**src/rtl/tt7_pkg.sv**
```systemverilog
// tt7_pkg: shared types and sizes for the 7-input truth-table sweeper.
package tt7_pkg;

    // Sweeper control states.
    typedef enum logic [1:0] {
        IDLE  = 2'd0,
        SWEEP = 2'd1,
        OUT   = 2'd2
    } state_t;

    // Number of FUT inputs, number of minterms, and width of the ones-count.
    localparam int N_IN   = 7;
    localparam int N_MINT = 128;
    localparam int ONES_W = 8;

endpackage

```
**src/rtl/tt7_sweep.sv**
```systemverilog
// tt7_sweep: walks all 128 minterms of a 7-input combinational function,
// holds each one for SETTLE+1 cycles, samples the function output on the
// last cycle and builds the 128-bit truth table plus its ones-count.
// The result is offered on a valid/ready handshake.
module tt7_sweep
    import tt7_pkg::*;
#(
    parameter int unsigned SETTLE = 1
) (
    input  logic              clk,
    input  logic              rst_n,
    input  logic              start,
    input  logic              abort,
    output logic [N_IN-1:0]   x_o,
    input  logic              f_i,
    output logic              busy,
    output logic              tt_valid,
    input  logic              tt_ready,
    output logic [N_MINT-1:0] tt_data,
    output logic [ONES_W-1:0] tt_ones
);

    // Reload value of the per-minterm hold counter; SETTLE is limited to 0..15.
    localparam logic [3:0] SETTLE_CNT = 4'(SETTLE);

    state_t            state;
    state_t            state_next;
    logic [N_IN-1:0]   idx;
    logic [3:0]        wait_cnt;
    logic              sample_now;

    // A sample happens on the last hold cycle of the current minterm.
    assign sample_now = (state == SWEEP) && (wait_cnt == 4'd0);

    // State register.
    always_ff @(posedge clk or negedge rst_n) begin
        if (!rst_n) begin
            state <= IDLE;
        end else begin
            state <= state_next;
        end
    end

    // Next-state logic; abort overrides every other transition.
    always_comb begin
        state_next = state;
        if (abort) begin
            state_next = IDLE;
        end else begin
            case (state)
                IDLE: begin
                    if (start) begin
                        state_next = SWEEP;
                    end
                end
                SWEEP: begin
                    if (sample_now && (idx == 7'd127)) begin
                        state_next = OUT;
                    end
                end
                OUT: begin
                    if (tt_ready) begin
                        state_next = IDLE;
                    end
                end
                default: state_next = IDLE;
            endcase
        end
    end

    // Minterm index, hold counter and result accumulation; the index wraps
    // back to 0 after the final sample so x_o is already 0 in OUT.
    always_ff @(posedge clk or negedge rst_n) begin
        if (!rst_n) begin
            idx      <= '0;
            wait_cnt <= '0;
            tt_data  <= '0;
            tt_ones  <= '0;
        end else if (abort) begin
            idx      <= '0;
            wait_cnt <= '0;
            tt_data  <= '0;
            tt_ones  <= '0;
        end else begin
            case (state)
                IDLE: begin
                    if (start) begin
                        idx      <= '0;
                        wait_cnt <= SETTLE_CNT;
                        tt_data  <= '0;
                        tt_ones  <= '0;
                    end
                end
                SWEEP: begin
                    if (wait_cnt != 4'd0) begin
                        wait_cnt <= wait_cnt - 4'd1;
                    end else begin
                        tt_data[idx] <= f_i;
                        tt_ones      <= tt_ones + {{(ONES_W-1){1'b0}}, f_i};
                        idx          <= idx + 7'd1;
                        wait_cnt     <= SETTLE_CNT;
                    end
                end
                default: begin
                end
            endcase
        end
    end

    // Outputs decoded purely from registered state.
    always_comb begin
        x_o      = idx;
        busy     = (state != IDLE);
        tt_valid = (state == OUT);
    end

endmodule

```
**config.mk**
```make
export PLATFORM = sky130hd
export DESIGN_NAME = tt7_sweep
export DESIGN_NICKNAME = d
export VERILOG_FILES = /design/src/rtl/tt7_pkg.sv /design/src/rtl/tt7_sweep.sv
export SDC_FILE = /design/constraint.sdc
export NUM_CORES = 1
export LEC_CHECK = 0
export CAP_MARGIN = 10
export CORE_ASPECT_RATIO = 1.75
export CORE_MARGIN = 4
export CORE_UTILIZATION = 33
export CTS_CLUSTER_DIAMETER = 30
export DETAILED_ROUTE_END_ITERATION = 10
export HOLD_SLACK_MARGIN = 0.15
export REMOVE_ABC_BUFFERS = 1
export SLEW_MARGIN = 20
export SYNTH_ARGS = -nofsm -noshare
export SYNTH_HDL_FRONTEND = slang
export SYNTH_SLANG_ARGS = --single-unit
```
**constraint.sdc**
```tcl
create_clock -name clk -period 2.3 [get_ports clk]
set_clock_uncertainty 0.05 [all_clocks]
set_input_delay 0.69 -clock clk [delete_from_list [all_inputs] [get_ports clk]]
set_output_delay 0.69 -clock clk [all_outputs]
set_load 0.01 [all_outputs]
```
======== Yosys cells after proc, flatten, opt, wreduce, memory -nomap -nowiden ========
Cells that the tools add are included.
operators by class
  add/sub/neg operators ................... 3
  $lt $le $gt $ge ......................... 2
  eq/ne operators ......................... 7
  multiplexer cells ....................... 24
  reductions and logical operators ........ 11
operator list
  kind                                                        number
  two-way mux 128 bit                                         3
  one-hot mux 128 bit (2 select lines)                        1
  bitwise mux 128 bit                                         1
  two-way mux 8 bit                                           3
  two-way mux 7 bit                                           3
  one-hot mux 8 bit (2 select lines)                          1
  one-hot mux 7 bit (2 select lines)                          1
  two-way mux 4 bit                                           3
  adder 8 x 1 -> 8 bit                                        1
  less-than comparator 7 x 8 -> 1 bit, second input constant  1
  two-way mux 2 bit                                           4
  one-hot mux 4 bit (2 select lines)                          1
  adder 7 x 1 -> 7 bit, second input constant                 1
  demux 1 bit (select 7 bit)                                  1
  == test 7 bit, second input constant                        1
  >= comparator 7 x 1 -> 1 bit, second input constant         1
  != test 3 x 2 -> 1 bit, second input constant               2
  != test 3 bit, second input constant                        2
  one-hot mux 2 bit (3 select lines)                          1
  AND reduction 3 bit                                         2
  zero test 4 bit                                             1
  nonzero test 4 bit                                          1
  subtractor 4 x 1 -> 4 bit, second input constant            1
  logical AND 1 bit                                           3
  other kinds (7)                                             7
word-level totals
  register bits after elaboration ......... 149
  bits of input ports ..................... 6
  output and inout port bits .............. 145
  word-level logic and storage cells ...... 52

======== Logic depth before layout (Yosys ltp) ========
  word-level depth ........................ 8
  depth in mapped cells ................... 9
  mapped depth without buffers ............ 6

======== Worst setup path before layout ========
OpenSTA, ideal clock, no wires.
  path type ............................... input-to-reg
  from .................................... input abort
  to ...................................... register tt_data[117]
  setup time .............................. 0.139 ns
  arrival ................................. 2.073 ns
  required time ........................... 2.111 ns
  path slack .............................. 0.038 ns
  cell stages on the path ................. 6
  path buffers ............................ 2
  cells stage by stage .................... buf_2 > nor3b_1 > a22oi_4 > nand4b_2 > buf_2 > o31ai_1
on the way
  cells in the longest elaborated chain, start to end .. 2
  elaborated cells between the ends (all ways) .. 5
  those cells by class .................... eq/ne (2); mux (1); reduce/logical (2)
ends and longest elaborated chain
  element                                                               RTL line         source
  from (decl)                                                           tt7_sweep.sv:13  input logic abort,
  != test 3 bit (no line) / nonzero test 3 bit (equally long branches)  --
  AND reduction 3 bit (no line)                                         --
  to (signal, indexed assignment)                                       tt7_sweep.sv:98  tt_data[idx] <= f_i;
  to (decl)                                                             tt7_sweep.sv:19  output logic [N_MINT-1:0] tt_data,
Several ways; a longest one is shown, not always the timed one.
A chain may end at the register's enable or synchronous reset.

======== Final worst setup path ========
  from .................................... register wait_cnt[0]
  to ...................................... register tt_data[81]
on the way
  cells in the longest elaborated chain, start to end .. 3
ends and longest elaborated chain
  element                        RTL line         source
  from (decl)                    tt7_sweep.sv:29  logic [3:0] wait_cnt;
  from (signal assigned)         tt7_sweep.sv:96  wait_cnt <= wait_cnt - 4'd1;
  nonzero test 4 bit             tt7_sweep.sv:95  if (wait_cnt != 4'd0) begin
  != test 3 bit (no line)        --
  AND reduction 3 bit (no line)  --
Every way passes these cells.

==> impl_metrics.json <==
{
  "outcome": "complete, no violations",
  "core_area_mm2": 0.0209,
  "globalRouteMet3Util_pct": 3.46,
  "yosysSeqAreaShare_pct": 53.0,
  "htreeDepth": 4,
  "ios": 151,
  "globalplace.congestion": 0.803,
  "grt_pass1_wl_um": 37000,
  "powerDensity_mw_per_mm2": 586,
  "routedWlPerCell_um": 22.7,
  "dieArea_mm2": 0.0238,
  "grt_overflow_total": 0,
  "cpMaxStageDelayCell": "or4b_1",
  "fin_crit_sh_pct": 97.7,
  "met1_usage_pct": 22.0,
  "critPathBufInv": 2,
  "numCtsBuffers": 17,
  "yosysTopAreaCell": "dfrtp_1",
  "cp_top_family": "simple AND/OR/NAND/NOR gates",
  "cp_data_arrival_time_ns": 2.53,
  "cts-root-buf": "clkbuf_16",
  "layout_setup_ws_ns": 0.0532,
  "place_inst": 1014,
  "fin_util_pct": 47.1,
  "initial_core_util_pct": 33.6,
  "track_usage_pct": 19.6,
  "synth_top_area_share_pct": 53.0,
  "wl_um": 23800,
  "power_mw": 5.77,
  "grt_pass1_vias": 6420,
  "n_antenna_cell": 0,
  "syn2layout_area_growth_pct": 40.0,
  "pwr-share-clk_pct": 46.4,
  "firstDrtPassIters": 5,
  "num_rows": 70,
  "clk_pin_slew_ns": 0.07,
  "detail_route.iter0.violations": 509,
  "start_kind": "flip-flop",
  "fin_cells": 1049,
  "ys_top_cells_by_area": "dfrtp_1, o311ai_0, o31ai_1",
  "path_cells": "inv_2 > ha_1 > nor3b_4 > o22ai_4 > or4b_1 > buf_6 > o31ai_1",
  "grt_max_degree": 84,
  "switching_share_pct": 25.9,
  "fin_crit_ns": 2.25,
  "busiest_layer": "met2",
  "synth_area_mm2": 0.00704,
  "cp-end-kind": "flip-flop",
  "finalSetupViolCount": 0,
  "ant_nets": 0,
  "nets": 795,
  "via_per_inst": 6.05,
  "slew_violations": 0,
  "clockBufferDepth": 2,
  "drc": 0,
  "rsz0062_at_grt": "yes",
  "portBuffers": 150,
  "synth-seq-cells": 149,
  "switchingPower_mw": 1.50,
  "synth_cells": 636,
  "yosys.cell_types.count": 48,
  "setup-tns-final_ns": 0,
  "crit_type": "reg2reg",
  "drive_gt1_share_pct": 19.2,
  "clock_latency_ns": 0.42,
  "seqPwrFrac_pct": 45.9,
  "dp_hpwl_um": 16500,
  "critPathMaxFanout": 16,
  "vias": 6351,
  "postCtsHoldBufs": 0,
  "max_stage_delay_ns": 0.55,
  "avgSynthCellArea_um2": 11.1,
  "grt_util_met2_pct": 35.5,
  "peakVddDrop_mv": 0.414,
  "yosysWarnings": 0,
  "comb_power_share_pct": 7.7,
  "cts_tree": "built",
  "dieWidth_um": 118,
  "crit_required_ns": 2.58,
  "slew_headroom_pct": 57.7,
  "antenna_found_initial": 0,
  "p_leak_nw": 3.84,
  "cap_violations": 0,
  "min_path_type": "in2async",
  "numClockSinks": 149,
  "p_int_mw": 4.28,
  "dpl_worst_slack_ns": -0.369,
  "final_hold_viol_count": 0,
  "die_y_um": 201,
  "fmax_mhz": 445,
  "worst_pin_slew_ns": 0.634
}
## state kept, by name, summed over array words and instances (netlist names)
name,count
x_o,7
tt_ones,8
tt_data,128
state,2
wait_cnt,4
## cells by family (layout without fill, tap and decap cells)
family          count (synthesis)  count (layout)  synth area share [%]
flops                         149             149                  53.0
fa+ha+maj                       5               5                 0.889
xor+xnor                        1               1                 0.124
mux                             1               1                 0.160
simple gates                   96              96                  7.89
compound gates                290             290                  32.2
buf+inv                        94             255                  5.78
## cells in the mapped netlist (all sizes together)
| master | count |
|---|---|
| dfrtp | 149 |
| o31ai | 108 |
| o311ai | 96 |
| clkbuf | 71 |
| o21ai | 35 |
| o211ai | 33 |
| nand2 | 25 |
| buf | 17 |
| nand3 | 14 |
| or3 | 12 |
| a21oi | 10 |
| nor2 | 10 |
| inv | 6 |
| ha | 5 |
| nor2b | 5 |
| nor3 | 4 |
| nand3b | 3 |
| nor3b | 3 |
| or3b | 3 |
| or4b | 3 |
| and3 | 2 |
| nand4 | 2 |
| nand4b | 2 |
| o221ai | 2 |
| or2 | 2 |
| or4 | 2 |
| a211oi | 1 |
| a22o | 1 |
| a22oi | 1 |
| and2 | 1 |
| and3b | 1 |
| and4 | 1 |
| mux2 | 1 |
| nand4bb | 1 |
| o21ba | 1 |
| o21bai | 1 |
| o22ai | 1 |
| xor2 | 1 |
## per-layer routing
layer  vias up  routed length [um]
met2       228               13000
met4         0                 977
met3        52                1020
met1      3203                8800
li1       2868                   -
met5         -                   0
## cell usage in the layout (no fill, tap or decap), types with 12 or more instances in the layout
master             n
o31ai_2           27
o31ai_1           79
o311ai_1          13
clkbuf_16         17
o311ai_0          83
o211ai_1          33
dfrtp_1          140
nand3_1           14
clkdlybuf4s50_1  146
nand2_1           25
or3_1             12
buf_4             54
o21ai_0           35
## worst reg2reg max path: stages, from the launching register on
cell and delay, ns:
dfrtp_1 0.41, inv_2 0.09, ha_1 0.18, nor3b_4 0.28, o22ai_4 0.14, or4b_1 0.55
buf_6 0.19, o31ai_1 0.25
## area by class of cell
cell class                 count  area, um^2
timing repair buffer         217        2150
clock inverter                15         145
inverter                       6        22.5
clock buffer                  17         425
sequential                   149        3740
fill                        1896       11100
tap                          252         315
multi-input combinational    393        3060
## per-stage QoR
step,hold WS [ns],instance area (um^2)
global route,0.240,9850
finish,0.188,9850
global placement,0.442,9130
detailed placement,0.450,9130
CTS,0.224,9720
floorplan,0.344,6660
## power groups by stage
| stage | sequential [mW] | clock, mW | combinational [mW] |
|---|---|---|---|
| final | 2.65 | 2.68 | 0.444 |
| after global routing | 2.65 | 2.83 | 0.481 |
| after CTS | 2.65 | 2.72 | 0.429 |
| after detailed placement | 2.70 | 0 | 0.424 |
| after global placement | 2.70 | 0 | 0.409 |
| after floorplan | 2.70 | 0 | 0.160 |
## path summary, 6_finish.rpt
| check | cells past startpoint | end | slack [ns] | start |
|---|---|---|---|---|
| max | 7 | tt_data[81] | 0.05 | wait_cnt[0] |
| min | 1 | tt_data[54] | 0.19 | rst_n |
| max reg2reg | 7 | tt_data[81] | 0.05 | wait_cnt[0] |
| min reg2reg | 2 | tt_ones[0] | 0.46 | tt_ones[0] |
| max in group asynchronous | 2 | tt_data[26] | 1.32 | rst_n |
| min in group clk | 2 | tt_ones[0] | 0.46 | tt_ones[0] |
## repair_timing
| item | in CTS | in global routing |
|---|---|---|
| resized for setup | 14 | 36 |
| setup buffers | 1 | 2 |
| endpoints found under the setup margin | 11 | 84 |
(Power assumes the default switching activity.)
